$ cat src/rtl/id_ex_stage.sv
// -----------------------------------------------------------------------------
// id_ex_stage
//
// Decode-to-execute pipeline register. Takes a decoded RV32I instruction plus
// its PC, sign-extended immediate and register-file read data. It selects the
// ALU operands and operation, and presents them registered to the execute
// stage behind a valid/ready handshake. The latency is one cycle.
//
// Optional feature (compile-time macro):
//   RVCORE_FORWARD_EN  When defined, rs1/rs2 operands are bypassed from the
//                      EX/MEM and MEM/WB write-back sources. EX/MEM has
//                      priority. When undefined, the register-file data is
//                      used as is and the forwarding inputs are ignored.
//
// Ports:
//   clk, rst                  clock and synchronous active-high reset
//   flush                     drop held and offered instruction
//   in_valid / in_ready       upstream decode handshake
//   instr, pc, imm            decoded instruction, its PC, immediate
//   rs1_data, rs2_data        register-file read data
//   exmem_we/rd/data          EX/MEM forwarding source
//   memwb_we/rd/data          MEM/WB forwarding source
//   out_valid / out_ready     downstream execute handshake
//   alu_d1, alu_d2            ALU operands
//   alu_control               ALU operation
//   rd, reg_write             destination register, write enable
//   pc_out, store_data        instruction PC, store value (rs2)
//   illegal                   unknown opcode flag
// -----------------------------------------------------------------------------
module id_ex_stage #(
    parameter int XLEN = 32
) (
    input  logic            clk,
    input  logic            rst,
    input  logic            flush,
    input  logic            in_valid,
    output logic            in_ready,
    input  logic [31:0]     instr,
    input  logic [XLEN-1:0] pc,
    input  logic [XLEN-1:0] imm,
    input  logic [XLEN-1:0] rs1_data,
    input  logic [XLEN-1:0] rs2_data,
    input  logic            exmem_we,
    input  logic [4:0]      exmem_rd,
    input  logic [XLEN-1:0] exmem_data,
    input  logic            memwb_we,
    input  logic [4:0]      memwb_rd,
    input  logic [XLEN-1:0] memwb_data,
    output logic            out_valid,
    input  logic            out_ready,
    output logic [XLEN-1:0] alu_d1,
    output logic [XLEN-1:0] alu_d2,
    output logic [3:0]      alu_control,
    output logic [4:0]      rd,
    output logic            reg_write,
    output logic [XLEN-1:0] pc_out,
    output logic [XLEN-1:0] store_data,
    output logic            illegal
);

    localparam logic [6:0] OPC_OP     = 7'b0110011;
    localparam logic [6:0] OPC_OPIMM  = 7'b0010011;
    localparam logic [6:0] OPC_BRANCH = 7'b1100011;
    localparam logic [6:0] OPC_LOAD   = 7'b0000011;
    localparam logic [6:0] OPC_STORE  = 7'b0100011;
    localparam logic [6:0] OPC_JAL    = 7'b1101111;
    localparam logic [6:0] OPC_JALR   = 7'b1100111;
    localparam logic [6:0] OPC_AUIPC  = 7'b0010111;
    localparam logic [6:0] OPC_LUI    = 7'b0110111;

    localparam logic [3:0] ALU_ADD  = 4'b0000;
    localparam logic [3:0] ALU_SLT  = 4'b0010;
    localparam logic [3:0] ALU_SLTU = 4'b0011;
    localparam logic [3:0] ALU_SUB  = 4'b1000;

    // ---------------------------------------------------------------------
    // Operand sources: index 0 is rs1, index 1 is rs2
    // ---------------------------------------------------------------------
    logic [XLEN-1:0] src_rf  [2];
    logic [XLEN-1:0] src_val [2];

    assign src_rf[0] = rs1_data;
    assign src_rf[1] = rs2_data;

`ifdef RVCORE_FORWARD_EN
    logic [4:0] src_idx [2];

    assign src_idx[0] = instr[19:15];
    assign src_idx[1] = instr[24:20];

    // x0 is never forwarded. The younger EX/MEM result wins over MEM/WB.
    generate
        for (genvar gi = 0; gi < 2; gi++) begin : g_operand
            assign src_val[gi] =
                (exmem_we && (exmem_rd == src_idx[gi]) && (src_idx[gi] != 5'd0)) ? exmem_data :
                (memwb_we && (memwb_rd == src_idx[gi]) && (src_idx[gi] != 5'd0)) ? memwb_data :
                src_rf[gi];
        end
    endgenerate

    // Instruction bits that carry no information for this stage.
    logic unused_bits;
    assign unused_bits = ^{instr[31], instr[29:25]};
`else
    generate
        for (genvar gi = 0; gi < 2; gi++) begin : g_operand
            assign src_val[gi] = src_rf[gi];
        end
    endgenerate

    // Register indices and forwarding sources do not matter without bypass.
    logic unused_bits;
    assign unused_bits = ^{instr[31], instr[29:15],
                           exmem_we, exmem_rd, exmem_data,
                           memwb_we, memwb_rd, memwb_data};
`endif

    // ---------------------------------------------------------------------
    // Decode
    // ---------------------------------------------------------------------
    logic [6:0]      opcode;
    logic [2:0]      funct3;
    logic [3:0]      alu_control_next;
    logic [XLEN-1:0] alu_d1_next;
    logic [XLEN-1:0] alu_d2_next;
    logic            reg_write_next;
    logic            illegal_next;
    logic [4:0]      rd_next;

    assign opcode = instr[6:0];
    assign funct3 = instr[14:12];

    always_comb begin
        alu_control_next = ALU_ADD;
        alu_d1_next      = src_val[0];
        alu_d2_next      = imm;
        reg_write_next   = 1'b1;
        illegal_next     = 1'b0;
        case (opcode)
            OPC_OP: begin
                // instr[30] selects SUB/SRA. For other funct3 values it is
                // not part of the operation.
                alu_control_next = {instr[30] && ((funct3 == 3'b000) || (funct3 == 3'b101)), funct3};
                alu_d2_next      = src_val[1];
            end
            OPC_OPIMM: begin
                // For ADDI, instr[30] is an immediate bit. Only SRAI uses it.
                alu_control_next = {instr[30] && (funct3 == 3'b101), funct3};
            end
            OPC_BRANCH: begin
                reg_write_next = 1'b0;
                alu_d2_next    = src_val[1];
                case (funct3[2:1])
                    2'b10:   alu_control_next = ALU_SLT;
                    2'b11:   alu_control_next = ALU_SLTU;
                    default: alu_control_next = ALU_SUB;
                endcase
            end
            OPC_LOAD, OPC_JALR: begin
            end
            OPC_STORE: begin
                reg_write_next = 1'b0;
            end
            OPC_JAL, OPC_AUIPC: begin
                alu_d1_next = pc;
            end
            OPC_LUI: begin
                alu_d1_next = '0;
            end
            default: begin
                illegal_next   = 1'b1;
                reg_write_next = 1'b0;
            end
        endcase
        rd_next = reg_write_next ? instr[11:7] : 5'd0;
    end

    // ---------------------------------------------------------------------
    // Handshake and pipeline register
    // ---------------------------------------------------------------------
    logic            out_valid_reg;
    logic [XLEN-1:0] alu_d1_reg;
    logic [XLEN-1:0] alu_d2_reg;
    logic [3:0]      alu_control_reg;
    logic [4:0]      rd_reg;
    logic            reg_write_reg;
    logic [XLEN-1:0] pc_out_reg;
    logic [XLEN-1:0] store_data_reg;
    logic            illegal_reg;
    logic            capture;

    assign in_ready = !flush && (!out_valid_reg || out_ready);
    assign capture  = in_valid && in_ready;

    always_ff @(posedge clk) begin
        if (rst) begin
            out_valid_reg   <= 1'b0;
            alu_d1_reg      <= '0;
            alu_d2_reg      <= '0;
            alu_control_reg <= '0;
            rd_reg          <= '0;
            reg_write_reg   <= 1'b0;
            pc_out_reg      <= '0;
            store_data_reg  <= '0;
            illegal_reg     <= 1'b0;
        end else if (flush) begin
            out_valid_reg <= 1'b0;
        end else if (capture) begin
            out_valid_reg   <= 1'b1;
            alu_d1_reg      <= alu_d1_next;
            alu_d2_reg      <= alu_d2_next;
            alu_control_reg <= alu_control_next;
            rd_reg          <= rd_next;
            reg_write_reg   <= reg_write_next;
            pc_out_reg      <= pc;
            store_data_reg  <= src_val[1];
            illegal_reg     <= illegal_next;
        end else if (out_ready) begin
            out_valid_reg <= 1'b0;
        end
    end

    assign out_valid   = out_valid_reg;
    assign alu_d1      = alu_d1_reg;
    assign alu_d2      = alu_d2_reg;
    assign alu_control = alu_control_reg;
    assign rd          = rd_reg;
    assign reg_write   = reg_write_reg;
    assign pc_out      = pc_out_reg;
    assign store_data  = store_data_reg;
    assign illegal     = illegal_reg;

endmodule

$ cat config.mk
export PLATFORM = sky130hd
export DESIGN_NAME = id_ex_stage
export DESIGN_NICKNAME = d
export VERILOG_FILES = /design/src/rtl/id_ex_stage.sv
export SDC_FILE = /design/constraint.sdc
export NUM_CORES = 1
export LEC_CHECK = 0
export BUFFER_PORTS_ARGS = -buffer_cell sky130_fd_sc_hd__buf_2
export CAP_MARGIN = 20
export CORE_AREA = 4 4 147 149
export CTS_CLUSTER_DIAMETER = 50
export CTS_CLUSTER_SIZE = 40
export DETAILED_ROUTE_END_ITERATION = 10
export DIE_AREA = 0 0 151 153
export GPL_TIMING_DRIVEN = 0
export SETUP_SLACK_MARGIN = 0.1
export SLEW_MARGIN = 25
export SYNTH_ARGS = -nofsm -noshare
export SYNTH_HDL_FRONTEND = slang
export SYNTH_SLANG_ARGS = --single-unit
$ cat constraint.sdc
create_clock -name clk -period 1.75 [get_ports clk]
set_input_delay 0 -clock clk [delete_from_list [all_inputs] [get_ports clk]]
set_output_delay 0 -clock clk [all_outputs]
set_load 0.01 [all_outputs]
==> reports/qor.yml, run 1 <==
run_status:
  status: "finished, final reports clean"
place:
  dpl.hpwl_mm: 16.24
  gp_congestion: 0.7776
  placed_area_sq_mm: 0.007238
  dp_slack_ps: -583.9
  port_buffers: 288
run:
  cap_violations: 0
min_path:
  hold_class: "in -> reg"
  min_from: "instr[13]"
  whs_path_depth: 3
drt:
  wire_per_inst_um: 16.77
  vias_per_cell: 4.624
  first_pass_iters: 4
  drt-initial-drc-count: 244
  ant_nets: 0
  vias: 6317
  routed_wl_mm: 22.91
  drc: 0
grt:
  grtUsageTotal_pct: 19.32
  grt_max_degree: 17
  grt_pass1_wl_mm: 34.99
  grt_overflow: 0
  grt_pass1_vias: 6503
  antenna_found_initial: 1
die:
  fp.dieW_um: 151
  die-area_sq_mm: 0.02310
  rows: 52
  num_io_pins: 382
  start_util_pct: 27.07
  die-height_um: 153
  core_sq_mm: 0.02017
synth:
  synth_cells: 632
  synthArstFlopShare_pct: 0
  ys_seq_area_share_pct: 51.34
  synth_fp_nets: 873
  synth_area_per_cell_sq_um: 8.638
  syn_area_sq_mm: 0.005459
  ys_seq_elements: 140
  yosysUniqueCellTypes: 43
  ys_warn_count: 0
  synth_edf_count: 0
  ys.flop_type: "dfxtp_1"
sta:
  period_share_pct: 90.25
  skew_ps: 13.42
  hold_viol_final: 0
  max_freq_mhz: 633.2
  finalSetupTns_ps: 0
  min_period_ps: 1579
  worst_slew_margin_rel_pct: 47.27
  worst_pin_slew_ps: 791.0
  finalMaxSlewViolations: 0
  setup_viol: 0
  rsz0062_at_grt: "true"
  timing.final.ws_setup_ps: 170.6
worst_setup_path:
  worst-setup-path-type: "reg -> reg"
  arrival_ps: 1850
  reg2reg_depth: 7
  endpoint_kind: "flop"
  critical_path_required_ps: 2020
  start_kind: "flop"
  cp-startpoint: "out_valid"
  reg2reg_from: "out_valid"
  critPathMaxFanout: 10
clock_tree:
  cts_tree: "built"
  cts.clk_slew.worst_paths_ps: 60
  htree_num_levels: 4
  cts_sinks: 140
  cts-root-buf: "clkbuf_16"
  clkLatencyLatePin_ps: 410
  cts_buffers: 17
  cts_buffer_depth: 2
finish:
  fillers: 1999
  seq_area_sq_mm: 0.002803
  finalInstanceArea_sq_mm: 0.009350
  fin_util_pct: 46.36
  area_growth_pct: 71.28
  multi_input_area_sq_mm: 0.002436
  nets: 1323
  drive_gt1_share_pct: 35.98
power_and_ir_drop:
  p_leak_nw: 4.367
  powerDensity_mw_per_mm2: 882.3
  total_power_mw: 8.250
  ir_worst_vdd_mv: 0.5081
[critical path: stages (launching register included)]
cell,delay (ps)
dfxtp_1,330
or2b_4,320
and2_1,160
buf_6,150
buf_8,160
buf_4,170
nand2_1,90
a21oi_1,60
[placed cells by master, fill, tap and decap left out, types with 2 or more instances in the layout]
cell,Yosys,layout
a22o_1,5,5
nor3_1,6,3
clkinv_4,0,3
buf_6,6,7
nand2_1,169,169
a221o_2,30,30
buf_2,12,298
clkbuf_1,29,18
clkbuf_8,1,3
dfxtp_1,140,140
a2bb2oi_1,2,2
nor2_1,38,38
clkinv_2,0,5
bufinv_16,0,2
a211oi_1,29,28
nor3_2,0,2
dlygate4sd3_1,0,142
clkbuf_2,0,8
nand3_1,5,5
clkbuf_4,0,4
and2_1,31,31
a311oi_1,5,5
a21oi_1,95,94
clkbuf_16,0,17
buf_8,0,2
buf_4,0,3
nand3b_1,2,2
[layout make-up]
type                            count  area share [%]
Antenna cell                        1         0.02676
Buffer                             50           3.399
Clock buffer                       21           4.924
Clock inverter                     11           1.271
Inverter                            1         0.04014
Multi-Input combinational cell    441           26.05
Sequential cell                   140           29.97
Tap cell                          270           3.613
Timing Repair Buffer              431           30.70
[cells in the mapped netlist, types with 2 or more instances]
master     instances  area share (%)
a211oi_1          29             4.0
nor2_1            38             2.6
nand3_1            5            0.46
nand3b_1           2            0.27
a2bb2oi_1          2            0.32
nand2_1          169              12
and2_1            31             3.6
buf_2             12             1.1
a22o_1             5            0.80
buf_1              2            0.14
dfxtp_1          140              51
buf_6              6             1.2
nor3_1             6            0.55
a221o_2           30             6.2
clkbuf_1          29             2.0
a21oi_1           95             8.7
a311oi_1           5            0.80
[stage by stage]
step / hold WS, ps / cells
3_5_place_dp: 209.8 / 1190
4_1_cts: 2.105 / 1365
3_3_place_gp: 204.8 / 1190
5_1_grt: 25.48 / 1366
6_report: 10.83 / 1366
2_1_floorplan: 47.53 / 632
[per-layer routing]
metal	up-vias	share of wire (%)	GRT usage [%]	wire [um]
li1	3100	-	-	-
met2	249	49	34.20	11320
met4	0	1.1	4.318	252
met1	2950	41	22.57	9463
met5	-	0	0	0
met3	18	8.2	6.278	1869
[where the power goes]
group	switching [mW]	total, mW	internal [mW]	leakage (nW)
Combinational	0.617	1.25	0.635	2.93
Sequential	0.0804	3.43	3.35	1.15
Clock	1.40	3.56	2.17	0.287
Total	2.09	8.25	6.16	4.37
[final timing paths]
| kind | to | slack, ps |
|---|---|---|
| setup / recovery | pc_out[12] | 170 |
| hold / removal | alu_control[1] | 10 |
| setup reg to reg | pc_out[12] | 170 |
| hold reg to reg | reg_write | 450 |
[kinds of logic after synthesis]
logic type	count (synthesis)	share of synthesized area, %
AOI/OAI and AO/OA	175	22.14
xor gates and xnor gates	1	0.1605
buffers and inverters	51	4.790
DFF	140	51.34
and+or+nand+nor	265	21.57
[timing repair]
item / in CTS / in global routing
resized for setup: 25 / 21
setup endpoints to repair: 139 / 102
pin swaps: 1 / 0
hold buffers: 142 / 0
endpoints found under the hold margin: 137 / 0
setup buffers: 1 / 0
(Power assumes the default switching activity.)
==> run 2: changes to the inputs <==
Clock period 1.75 ns to 1.6 ns, I/O delays scaled along.
==> run 2 against run 1 <==
Critical path depth stayed put. Core utilization grew 1.1 points. Critical endpoint is now alu_d1[26]. Wire length rose by 1.8%. Final cell count rose by 0.29%. Combinational power rose by 16%. Sequential power up 9.6%. First-iteration DRC count decreased by 27%. Worst setup slack got worse by 130 ps. Non-clock buffer count rose by 4. Flip-flop and latch count unchanged. Clock skew shrank 4.4 ps. Global-route usage grew 0.15 points.
==> reports/qor.yml, run 2 (same netlist as run 1, synthesis figures left out) <==
run_status:
  status: "finished, final reports clean"
power_and_ir_drop:
  pwr-share-clk_pct: 42.4  # -0.8 points
  p_int_mw: 6.725  # +9.2%
  comb_power_share_pct: 16.0  # +0.8 points
  seq_power_share_pct: 41.5  # about the same
  switching_share_pct: 25.67  # +0.30 points
  powerDensity_mw_per_mm2: 945.2  # +7.1%
  ir_worst_vdd_mv: 0.6075  # +20%
  total_power_mw: 9.047  # +9.7%
  p_leak_nw: 4.461  # +2.2%
  power_switching_mw: 2.322  # +11%
place:
  port_buffers: 288  # unchanged
  dpl.hpwl_mm: 16.59  # +2.2%
  gp_congestion: 0.7897  # +1.6%
  placed_cells: 1190  # unchanged
  placed_area_sq_mm: 0.007251  # +0.17%
die:
  die-area_sq_mm: 0.02310  # unchanged
  fp.dieW_um: 151  # unchanged
  rows: 52  # unchanged
  die-height_um: 153  # unchanged
  num_io_pins: 382  # unchanged
  start_util_pct: 27.07  # unchanged
  core_sq_mm: 0.02017  # unchanged
clock_tree:
  htree_num_levels: 4  # unchanged
  cts.clk_slew.worst_paths_ps: 60  # about the same
  clkLatencyLatePin_ps: 410  # about the same
  cts_tree: "built"
  cts_buffers: 17  # unchanged
  cts-root-buf: "clkbuf_16"
  cts_sinks: 140  # unchanged
  cts_buffer_depth: 2  # unchanged
finish:
  fillers: 1947  # -2.6%
  layout_commonest_cell: "buf_2"
  final_cell_mix: "buf_2 (293), nand2_1 (168), dfxtp_1 (139)"
  area_growth_pct: 75.34
  drive_gt1_share_pct: 37.58  # +1.6 points
  multi_input_area_sq_mm: 0.002471  # +1.4%
  seq_area_sq_mm: 0.002804  # about the same
  nets: 1327  # +0.30%
  finalInstanceArea_sq_mm: 0.009572  # +2.4%
  final-instance-count-excl-fill: 1370  # +0.29%
  fin_util_pct: 47.46  # +1.1 points
worst_setup_path:
  path_cells: "or2b_4 > buf_6 > a21oi_4 > buf_12 > clkbuf_16 > and2_1 > a221o_2"
  slowest_stage: "dfxtp_2"
  path_buf_inv: 3  # unchanged
  crit_family: "simple AND/OR/NAND/NOR gates"
  arrival_ps: 1860  # about the same
  critical_path_required_ps: 1900  # -120 ps
  r2r_end: "alu_d1[26]"
  cp.depth: 7  # unchanged
  reg2reg_depth: 7  # unchanged
  start_kind: "flop"
  cpPeakStageDelay_ps: 310  # -20 ps
  reg2reg_from: "out_valid"
  reg2reg_slack_ps: 40  # -130 ps
  critPathMaxFanout: 5  # -5
  endpoint: "alu_d1[26]"
  endpoint_kind: "flop"
  worst-setup-path-type: "reg -> reg"
  cp-startpoint: "out_valid"
drt:
  first_pass_iters: 5  # +1
  ant_nets: 0  # unchanged
  vias_per_cell: 4.588  # -0.80%
  vias: 6285  # -0.51%
  wire_per_inst_um: 17.03  # +1.5%
  routed_wl_mm: 23.33  # +1.8%
  drc: 0  # unchanged
  drt-initial-drc-count: 177  # -27%
grt:
  grt_max_degree: 17  # unchanged
  grtUsageTotal_pct: 19.47  # +0.15 points
  grt_pass1_wl_mm: 34.90  # -0.25%
  grt_pass1_vias: 6432  # -1.1%
  antenna_found_initial: 5  # +4
  grt_overflow: 0  # unchanged
sta:
  worst_slew_margin_rel_pct: 52.37  # +5.1 points
  skew_ps: 9.024  # -4.396 ps
  min_period_ps: 1561  # -18.31 ps
  worst_pin_slew_ps: 714.4  # -76.55 ps
  hold_viol_final: 0  # unchanged
  finalMaxSlewViolations: 0  # unchanged
  period_share_pct: 97.57  # +7.3 points
  max_freq_mhz: 640.6  # +1.2%
  setup_viol: 0  # unchanged
  rsz0062_at_grt: "true"
min_path:
  min_from: "instr[13]"
  hold_class: "in -> reg"
run:
  cap_violations: 0  # unchanged
run 2: cell types whose count changed in the layout (fill, tap and decap cells not counted), sizes merged:
cell	change
clkbuf	-5
inv	+1
buf	+15
dlygate4sd3	-5
bufinv	-1
clkinv	-1
run 2: metrics by stage:
| step | TNS [ps] | hold WS (ps) | setup WS, ps |
|---|---|---|---|
| floorplan | 0 | 47.53 | 128.8 |
| global placement | -23450 | 187.3 | -391.4 |
| detailed placement | -26480 | 193.7 | -398.9 |
| CTS | 0 | 11.77 | 25.80 |
| global route | -2.433 | 3.569 | -1.872 |
| finish | 0 | 6.485 | 38.96 |
run 2: cell type report:
cell class,instances,share of cell area [%]
plain buffers,50,4.575
clock buffers,22,5.059
diodes,1,0.02614
well taps,270,3.529
flip-flops and latches,140,29.29
repair buffers,435,30.73
inverters,1,0.03922
clock inverters,10,0.9281
multi-input cells,441,25.82
run 2: how the worst min path moves through the flow:
stage                           endpoint  cells after the start  slack, ps
final                     alu_control[1]                      3          6
after global routing      alu_control[1]                      3          4
after CTS                        illegal                      4         10
after detailed placement       out_valid                      2        190
after global placement         out_valid                      2        190
after floorplan                 in_ready                      1         50
run 2: worst min-delay path, stage by stage:
cell	delay, ps
buf_2	110
a221oi_2	90
nor3_1	170
run 2: layer usage:
layer  vias to the layer above  GRT usage [%]  routed length (um)
met5                         -              0                  49
met3                        33          6.988                2019
met4                         8          5.786                 408
met2                       247          34.43               11420
li1                       3110              -                   -
met1                      2887          21.75                9434
run 2: power groups by stage:
stage | registers (mW) | clock network (mW) | logic, mW
2_1_floorplan | 3.91 | 0 | 0.416
3_3_place_gp | 3.83 | 0 | 1.07
3_5_place_dp | 3.83 | 0 | 1.08
4_1_cts | 3.76 | 3.92 | 1.40
5_1_grt | 3.78 | 4.07 | 1.58
6_report | 3.76 | 3.84 | 1.45
run 2: repair_timing:
action | CTS | global route
buffers inserted | 7 | 3
pin swaps | 5 | 8
endpoints found under the setup margin | 139 | 133
hold buffers | 137 | 0
gates cloned | 0 | 1
endpoints found under the hold margin | 135 | 0
gates resized for setup | 51 | 41
